--- src/rtl/digi_ota_pkg.sv ---
// digi_ota_pkg: shared state type, pin map and dither LFSR constants
// for the OTA stimulus/readback controller.
package digi_ota_pkg;

   typedef enum logic [1:0] {
      IDLE,
      SETTLE,
      MEASURE,
      DONE
   } state_e;

   localparam int UI_SCLK  = 0;
   localparam int UI_SDATA = 1;
   localparam int UI_CS_N  = 2;
   localparam int UI_CMP   = 3;

   localparam int UO_DS    = 0;
   localparam int UO_VALID = 1;
   localparam int UO_ERR   = 2;
   localparam int UO_MEAS  = 3;
   localparam int UO_SETL  = 4;

   // Right-shift Fibonacci form of x^16+x^14+x^13+x^11+1
   localparam logic [15:0] LFSR_SEED = 16'hACE1;
   localparam logic [15:0] LFSR_TAPS = 16'h002D;

endpackage

--- src/rtl/digi_ota_sync.sv ---
// digi_ota_sync: multi-stage input synchronizer with edge detect;
// events appear STAGES+1 clocks after the pin changes.
module digi_ota_sync
   import digi_ota_pkg::*;
#(
   parameter int   STAGES  = 2,
   parameter logic RST_VAL = 1'b0
) (
   input  logic clk,
   input  logic rst_n,
   input  logic d_i,
   output logic q_o,
   output logic rise_o,
   output logic fall_o
);

   logic [STAGES-1:0] ff_q;
   logic              prev_q;

   always_ff @(posedge clk) begin
      if (!rst_n) begin
         ff_q   <= {STAGES{RST_VAL}};
         prev_q <= RST_VAL;
      end else begin
         ff_q[0] <= d_i;
         for (int i = 1; i < STAGES; i++) begin
            ff_q[i] <= ff_q[i-1];
         end
         prev_q <= ff_q[STAGES-1];
      end
   end

   assign q_o    = ff_q[STAGES-1];
   assign rise_o = ff_q[STAGES-1] & ~prev_q;
   assign fall_o = ~ff_q[STAGES-1] & prev_q;

endmodule

--- src/rtl/digi_ota_stim_ctrl.sv ---
// digi_ota_stim_ctrl: delta-sigma stimulus and comparator readback for the OTA.
// Optional LFSR dither on the modulator carry-in: DIGI_OTA_DITHER_EN.
module digi_ota_stim_ctrl
   import digi_ota_pkg::*;
#(
   parameter int ACC_W       = 8,
   parameter int WIN_LOG2    = 8,
   parameter int SYNC_STAGES = 2
) (
   input  logic       clk,
   input  logic       rst_n,
   input  logic       ena,
   input  logic [7:0] ui_in,
   output logic [7:0] uo_out,
   input  logic [7:0] uio_in,
   output logic [7:0] uio_out,
   output logic [7:0] uio_oe
);

   localparam int BC_W  = $clog2(ACC_W + 2);
   localparam int CNT_W = WIN_LOG2 + 1;
   localparam int SW    = ACC_W + 1;
   localparam int MAXV  = (1 << ACC_W) - 1;

   logic sclk_unused_q, sclk_rise, sclk_unused_fall;
   logic sdata_q, sdata_unused_rise, sdata_unused_fall;
   logic cs_q, cs_rise, cs_fall;
   logic cmp_q, cmp_unused_rise, cmp_unused_fall;
   logic unused_pins;

   logic [ACC_W-1:0]    sh_q, sh_d, code_q, code_d;
   logic [ACC_W-1:0]    acc_q, acc_d, uio_q, uio_d;
   logic [BC_W-1:0]     bc_q, bc_d;
   logic [WIN_LOG2-1:0] win_q, win_d;
   logic [CNT_W-1:0]    ones_q, ones_d, ones_nx;
   logic [SW-1:0]       sum;
   logic                err_q, err_d, ds_q, ds_d;
   logic                good, bad, win_end, cin;
   state_e              state_q, state_d;

   assign unused_pins = ^{ui_in[7:4], uio_in};

   digi_ota_sync #(.STAGES(SYNC_STAGES), .RST_VAL(1'b0)) u_sclk (
      .clk(clk), .rst_n(rst_n), .d_i(ui_in[UI_SCLK]),
      .q_o(sclk_unused_q), .rise_o(sclk_rise), .fall_o(sclk_unused_fall)
   );

   digi_ota_sync #(.STAGES(SYNC_STAGES), .RST_VAL(1'b0)) u_sdata (
      .clk(clk), .rst_n(rst_n), .d_i(ui_in[UI_SDATA]),
      .q_o(sdata_q), .rise_o(sdata_unused_rise), .fall_o(sdata_unused_fall)
   );

   // Idle-high reset value keeps reset release from looking like a frame end
   digi_ota_sync #(.STAGES(SYNC_STAGES), .RST_VAL(1'b1)) u_cs (
      .clk(clk), .rst_n(rst_n), .d_i(ui_in[UI_CS_N]),
      .q_o(cs_q), .rise_o(cs_rise), .fall_o(cs_fall)
   );

   digi_ota_sync #(.STAGES(SYNC_STAGES), .RST_VAL(1'b0)) u_cmp (
      .clk(clk), .rst_n(rst_n), .d_i(ui_in[UI_CMP]),
      .q_o(cmp_q), .rise_o(cmp_unused_rise), .fall_o(cmp_unused_fall)
   );

   assign good = cs_rise & (bc_q == BC_W'(ACC_W));
   assign bad  = cs_rise & (bc_q != BC_W'(ACC_W));

   always_comb begin
      sh_d   = sh_q;
      bc_d   = bc_q;
      code_d = code_q;
      err_d  = err_q;
      if (cs_fall) begin
         bc_d = '0;
      end else if (!cs_q && sclk_rise) begin
         sh_d = {sh_q[ACC_W-2:0], sdata_q};
         if (bc_q != BC_W'(ACC_W + 1)) bc_d = bc_q + BC_W'(1);
      end
      if (good) begin
         code_d = sh_q;
         err_d  = 1'b0;
      end else if (bad) begin
         err_d = 1'b1;
      end
   end

   assign win_end = (win_q == '1);

   always_comb begin
      state_d = state_q;
      if (!ena) begin
         state_d = IDLE;
      end else if (good) begin
         state_d = SETTLE;
      end else begin
         unique case (state_q)
            IDLE:    state_d = SETTLE;
            SETTLE:  if (win_end) state_d = MEASURE;
            MEASURE: if (win_end) state_d = DONE;
            DONE:    state_d = MEASURE;
            default: state_d = IDLE;
         endcase
      end
   end

   always_comb begin
      win_d = win_q + WIN_LOG2'(1);
      if (state_d != state_q || good || state_d == IDLE) win_d = '0;
      ones_nx = ones_q + CNT_W'(cmp_q);
      ones_d  = '0;
      if (state_q == MEASURE && state_d == MEASURE) ones_d = ones_nx;
      uio_d = uio_q;
      if (state_q == MEASURE && state_d == DONE) begin
         if (int'(ones_nx) > MAXV) uio_d = '1;
         else uio_d = ACC_W'(ones_nx);
      end
   end

`ifdef DIGI_OTA_DITHER_EN
   logic [15:0] lfsr_q;

   always_ff @(posedge clk) begin
      if (!rst_n) lfsr_q <= LFSR_SEED;
      else lfsr_q <= {^(lfsr_q & LFSR_TAPS), lfsr_q[15:1]};
   end

   assign cin = lfsr_q[0];
`else
   assign cin = 1'b0;
`endif

   always_comb begin
      sum   = {1'b0, acc_q} + {1'b0, code_q} + SW'(cin);
      acc_d = sum[ACC_W-1:0];
      ds_d  = sum[ACC_W];
      if (state_d == IDLE) begin
         acc_d = '0;
         ds_d  = 1'b0;
      end
   end

   always_ff @(posedge clk) begin
      if (!rst_n) begin
         sh_q    <= '0;
         bc_q    <= '0;
         code_q  <= '0;
         err_q   <= 1'b0;
         state_q <= IDLE;
         win_q   <= '0;
         ones_q  <= '0;
         uio_q   <= '0;
         acc_q   <= '0;
         ds_q    <= 1'b0;
      end else begin
         sh_q    <= sh_d;
         bc_q    <= bc_d;
         code_q  <= code_d;
         err_q   <= err_d;
         state_q <= state_d;
         win_q   <= win_d;
         ones_q  <= ones_d;
         uio_q   <= uio_d;
         acc_q   <= acc_d;
         ds_q    <= ds_d;
      end
   end

   always_comb begin
      uo_out           = '0;
      uo_out[UO_DS]    = ds_q;
      uo_out[UO_VALID] = (state_q == DONE);
      uo_out[UO_ERR]   = err_q;
      uo_out[UO_MEAS]  = (state_q == MEASURE);
      uo_out[UO_SETL]  = (state_q == SETTLE);
   end

   assign uio_out = 8'(uio_q);
   assign uio_oe  = (state_q == IDLE) ? 8'h00 : 8'hFF;

endmodule

--- config.mk ---
export PLATFORM = sky130hd
export DESIGN_NAME = digi_ota_stim_ctrl
export DESIGN_NICKNAME = d
export VERILOG_FILES = /design/src/rtl/digi_ota_pkg.sv /design/src/rtl/digi_ota_sync.sv /design/src/rtl/digi_ota_stim_ctrl.sv
export SDC_FILE = /design/constraint.sdc
export NUM_CORES = 1
export LEC_CHECK = 0
export ABC_AREA = 1
export CAP_MARGIN = 20
export CORE_ASPECT_RATIO = 0.8
export CORE_MARGIN = 4
export CORE_UTILIZATION = 49
export CTS_CLUSTER_DIAMETER = 80
export CTS_CLUSTER_SIZE = 20
export DETAILED_ROUTE_END_ITERATION = 8
export GPL_ROUTABILITY_DRIVEN = 0
export PLACE_DENSITY_LB_ADDON = 0.25
export SYNTH_ARGS = -nofsm -noshare
export SYNTH_HDL_FRONTEND = slang
export SYNTH_SLANG_ARGS = --single-unit
--- constraint.sdc ---
create_clock -name clk -period 1.5 [get_ports clk]
set_input_delay 0.375 -clock clk [delete_from_list [all_inputs] [get_ports clk]]
set_output_delay 0.375 -clock clk [all_outputs]
set_load 0.1 [all_outputs]
Word-level counts from Yosys, hierarchy flattened
Cells that the tools add are included.
- bits in registers: 67
- logic and storage cells: 63
- reductions and logical operators: 15
- mux-type cells: 7
- bitwise operators: 10
- equality and inequality tests: 10
- $lt $le $gt $ge: 1
- add/subtract/negate cells: 4
- operators by type and width (kind ; count):
    2-to-1 mux 8 bit ; 2
    adder 8 x 8 -> 9 bit ; 1
    adder 9 x 1 -> 9 bit ; 1
    greater-than comparator 9 x 8 -> 1 bit, second input constant ; 1
    adder 8 x 1 -> 8 bit, second input constant ; 1
    equality test 2 bit, second input constant ; 4
    equality test 8 bit, second input constant ; 1
    2-to-1 mux 2 bit ; 4
    inequality test 4 bit, second input constant ; 2
    case mux 2 bit (4 select lines) ; 1
    OR reduction 2 bit ; 4
    AND reduction 2 bit ; 3
    bitwise AND 1 bit ; 5
    inverter 1 bit ; 5
    adder 4 x 1 -> 4 bit, second input constant ; 1
    equality test 4 bit, second input constant ; 1
    zero test 2 bit ; 2
    logical AND 1 bit ; 3
    equality test 2 x 1 -> 1 bit, second input constant ; 1
    logical OR 1 bit ; 2
    inequality test 2 bit ; 1
    zero test 1 bit ; 1

Longest topological paths before layout
- word-level depth: 9
- depth in mapped cells: 12
- mapped depth without buffers: 11

Cells and area by module
Synthesis repeated with hierarchy kept, for this count alone.
- cell total of the unflattened synthesis: 406
- area, all modules: 3199.3 um^2
- modules (own cells, without submodules) (module ; cells an instance ; area each (um^2) ; sequential area each (um^2) ; instances):
    digi_ota_stim_ctrl ; 355 ; 2805.2 ; 1141.1 ; 1
    digi_ota_sync (u_cmp ...) ; 13 ; 100.1 ; 60.1 ; 3
    digi_ota_sync (u_cs) ; 12 ; 93.8 ; 60.1 ; 1

Worst setup path after synthesis
OpenSTA, ideal clock, no wires.
- path kind: register to output
- start: register state_q[0]
- end: output port uo_out[4]
- stages on the path, launching flop included: 3
- setup slack: -0.627 ns
- required time: 1.125 ns
- arrival: 1.752 ns
- path buffers: 0
- cells stage by stage: dfxtp_1 inv_1 nor2_1
- longest elaborated chain between the ends: 1
- ends and longest elaborated chain (element ; line ; source):
    start, declared ; digi_ota_stim_ctrl.sv:39 ; state_e state_q, state_d;
    start signal, assigned ; digi_ota_stim_ctrl.sv:158 ; state_q <= state_d;
    equality test 2 x 1 -> 1 bit ; digi_ota_stim_ctrl.sv:173 ; uo_out[UO_SETL] = (state_q == SETTLE);
    end, declared ; digi_ota_stim_ctrl.sv:14 ; output logic [7:0] uo_out,
No other way between the ends.

Worst setup path in the final report
- start: register ones_q[0]
- end: register uio_q[6], in the netlist uio_out[6]
- longest elaborated chain between the ends: 3
- ends and longest elaborated chain (element ; line ; source):
    start, declared ; digi_ota_stim_ctrl.sv:35 ; logic [CNT_W-1:0] ones_q, ones_d, ones_nx;
    start signal, assigned ; digi_ota_stim_ctrl.sv:160 ; ones_q <= ones_d;
    adder 9 x 1 -> 9 bit (*) ; digi_ota_stim_ctrl.sv:108 ; ones_nx = ones_q + CNT_W'(cmp_q);
    greater-than comparator 9 x 8 -> 1 bit ; digi_ota_stim_ctrl.sv:113 ; if (int'(ones_nx) > MAXV) uio_d = '1;
    2-to-1 mux 8 bit (*) ; digi_ota_stim_ctrl.sv:113 ;
    end signal, assigned ; digi_ota_stim_ctrl.sv:161 ; uio_q <= uio_d;
    end, declared ; digi_ota_stim_ctrl.sv:32 ; logic [ACC_W-1:0] acc_q, acc_d, uio_q, uio_d;
Mark *: on every way between the ends. The rest lies on a longest branch, timed or not.
A chain may end at the register's enable or synchronous reset.

==> summary.log <==
[clocking] Root Buffer sky130_fd_sc_hd__clkbuf_8
[power] Final Total Pwr 3.51 mW
[setup_path] kind of start point of the critical path register
[global_route] initial antenna violation count 0
[route] initial detailed-routing violation count 80
[logic_synthesis] Avg Synthesized Cell Area 7.66 um^2
[floorplan] initial core utilization 51.2%
[route] met3 wire len 293 um
[route] routed length per instance 11.7 um
[place] number of buffers inserted by port buffering 27
[global_route] total global-route track usage 19.0%
[sta] Max Slew Vio Count 0
[logic_synthesis] synthesized netlist cell count 399
[cells_and_area] post-layout net count 496
[sta] setup repair after global routing missed its margin true
[setup_path] crit path DAT 1.80 ns
[sta] Final TNS setup -0.723 ns
[cells_and_area] post-layout util 71.5%
[setup_path] reg2reg start ones_q[0]$_SDFF_PN0_
[clocking] CTS Buf Count 9
[global_route] largest net degree at the start of global routing 11
[setup_path] crit path kind reg -> reg
[global_route] leftover overflow at the end of global routing 0
[setup_path] timing startpoint of the critical path ones_q[0]$_SDFF_PN0_
[route] total via count in the routed design 2580
[route] Post-DRT Antenna Nets 0
[global_route] via count of the first global-routing pass 2524
[setup_path] Setup crit end kind register
[floorplan] Core Area 5970 um^2
[floorplan] Die Outline Area 7570 um^2
[clocking] latest clock arrival within the worst-skew pair 0.33 ns
[cells_and_area] post-synthesis to final-layout area growth 39.7%
[sta] portion of the clock cycle consumed by the worst path in the final layout 105%
[job] Max Cap Viol 0
[setup_path] required time at the endpoint of the critical path 1.73 ns
[route] Top Metal Used met4
[clocking] number of H-tree levels 3
[sta] setup-violating endpoint count in the final report 24
[sta] Hold Slack 0.412 ns
[clocking] Clk pin slew, worst setup/hold paths 0.07 ns
[worst_hold_path] class of the tightest hold or removal check reg -> reg
[cells_and_area] Fillers 477
[logic_synthesis] post-synthesis sequential area ratio 43.9%
[route] Detail Route met2 WL 3180 um
[route] number of remaining DRC errors 0
[clocking] CTS tree built
[place] post-detailed-placement cell area 3770 um^2
[route] DRT Wirelength 6410 um
[logic_synthesis] Synth cell types 35
[cells_and_area] antenna diode instance count 0
[worst_hold_path] Worst Hold Launch u_cs.ff_q[0]$_SDFF_PN1_
[route] detailed-route wire length on metal 1 2860 um
[logic_synthesis] register bit count reported by yosys 67
[floorplan] number of standard-cell rows in the floorplan 25
[logic_synthesis] count of synthesis-stage warnings from yosys 0
[route] first-pass iteration count of the detailed router 4
[logic_synthesis] Netlist Area Pre-Place 3060 um^2
[power] Peak supply drop 722 uV
[setup_path] cell depth of the worst flop-to-flop path 11
[cells_and_area] layout cells sized above 1 30.3%
[clocking] number of clock sinks seen by CTS 67
[sta] Min Clock Period, post-route 1.57 ns
[floorplan] top-level port count 43
[floorplan] Die Y 78.6 um
[route] DR vias/cell 4.72
[power] P per Cell Area 821 nW/um^2
[sta] worst setup margin -0.0708 ns
[sta] highest clock rate 637 MHz
[clocking] clk buf depth 2
[sta] clock tree skew after final layout 0.00509 ns
[run_status] result of the run finished, violations left
[setup_path] Crit Path Max Fanout 5
[sta] Hold Vio Cnt, Final 0
[cells_and_area] final design area excluding fillers 4270 um^2
[worst_hold_path] hold path cells 1
[run_status] failing checks setup timing
[global_route] wire length of the first global-routing pass 11200 um
[power] LEAKAGE 1.88 nW
[floorplan] floorplan die width 96.3 um
[place] half-perimeter wire length of the detailed placement result 4150 um
==> layer usage <==
metal	up-vias	global-route usage [%]
met1	1175	23.3
met4	0	3.78
met2	37	31.6
li1	1361	-
met5	-	0
met3	7	7.28
==> critical path, stage by stage, from the launching register on <==
cell and delay (ns):
sky130_fd_sc_hd__dfxtp_1 0.36, sky130_fd_sc_hd__ha_4 0.16, sky130_fd_sc_hd__ha_4 0.13, sky130_fd_sc_hd__nand3_2 0.10
sky130_fd_sc_hd__nor2_4 0.12, sky130_fd_sc_hd__nand3_1 0.09, sky130_fd_sc_hd__nand2_1 0.12, sky130_fd_sc_hd__nand2_2 0.10
sky130_fd_sc_hd__clkinv_4 0.08, sky130_fd_sc_hd__nand2_1 0.05, sky130_fd_sc_hd__nor2_1 0.10, sky130_fd_sc_hd__nor2_1 0.05
==> sequential cells by signal (all words and copies together), names as in the netlist <==
register / count
state_q: 2
u_sdata.ff_q: 2
code_q: 8
bc_q: 4
uio_out: 8
u_sclk.ff_q: 2
sh_q: 8
ones_q: 9
acc_q: 8
u_cs.prev_q: 1
u_cmp.ff_q: 2
u_sclk.prev_q: 1
win_q: 8
ds_q: 1
u_cs.ff_q: 2
err_q: 1
==> what timing repair did <==
action	in CTS	in global routing
setup endpoints to repair	38	48
pin swaps	9	8
gates resized for setup	43	29
hold buffers	0	0
setup buffers	6	3
hold endpoints to repair	0	0
cloned	2	0
==> layout make-up <==
class,instances,area (um^2),area share (%)
clock buffer,12,135,3.16
clock inverter,3,40.0,0.938
inverter,54,218,5.10
multi-input combinational,260,1610,37.8
sequential,67,1350,31.7
tap,81,101,2.37
timing repair buffer,69,803,18.8
timing repair inverter,1,5.00,0.117
==> synthesized netlist by cell type, drive strengths merged <==
master  instances  area (um^2)
nand3b          1         11.3
a211oi          1         7.51
nand4           5         31.3
o21bai          1         7.51
o21ai          13         65.1
buf            17          124
a31oi           2         12.5
o211ai          1         7.51
conb            1         3.75
fa              1         20.0
nor2           68          270
or2             2         12.5
and3            1         6.26
a21oi          20          111
inv            52          195
nor3b           1         7.51
a21boi          1         7.51
nand3          26          160
ha             14          175
clkinv          2         7.51
nand2          78          305
clkbuf          4         15.0
dfxtp          67         1340
xor2            6         52.6
a21o            1         7.51
xnor2           7         61.3
nor3            6         30.0
==> report_power, final <==
| group | leakage [nW] | internal [mW] | switching (mW) |
|---|---|---|---|
| logic | 1.24 | 0.111 | 0.217 |
| registers | 0.546 | 1.80 | 0.0117 |
| clock network | 0.0902 | 0.755 | 0.617 |
| total | 1.88 | 2.66 | 0.846 |
==> metrics by stage <==
step | std cells | setup slack [ns]
floorplan | 401 | -0.219
global placement | 521 | -0.159
detailed placement | 521 | -0.187
CTS | 544 | -0.0166
global route | 547 | -0.169
finish | 547 | -0.0708
==> placed cells by master, fill, tap and decap left out, drive strengths merged <==
cell           Yosys  layout
nand2             78      78
nor2              68      68
dfxtp             67      67
buf               17      63
inv               52      52
nand3             26      27
a21oi             20      20
ha                14      14
o21ai             13      13
clkbuf             4      12
xnor2              7       7
nor3               6       6
xor2               6       6
clkdlybuf4s50      0       6
nand4              5       5
clkinv             2       5
conb               1       3
or2                2       2
a31oi              2       2
nand3b             1       1
o21bai             1       1
a21o               1       1
a211oi             1       1
o211ai             1       1
nor3b              1       1
and3               1       1
a21boi             1       1
fa                 1       1
bufinv             0       1
==> logic make-up (layout without fill, tap and decap cells) <==
logic type,after synthesis,count (layout),share of synthesized area [%]
compound gates,40,40,7.41
xor+xnor,13,13,3.72
fa+ha+maj,15,15,6.39
buf+inv,75,139,11.2
flops,67,67,43.9
other cells,1,3,0.123
simple gates,188,189,27.3
==> final timing paths <==
check | to | slack [ns]
worst max-delay path | uio_out[6]$_SDFFE_PN0P_ | -0.07
worst min-delay path | u_cs.ff_q[1]$_SDFF_PN1_ | 0.41
worst min register to register | u_cs.ff_q[1]$_SDFF_PN1_ | 0.41
worst max register to register | uio_out[6]$_SDFFE_PN0P_ | -0.07
Power figures use the tool's default switching activity.
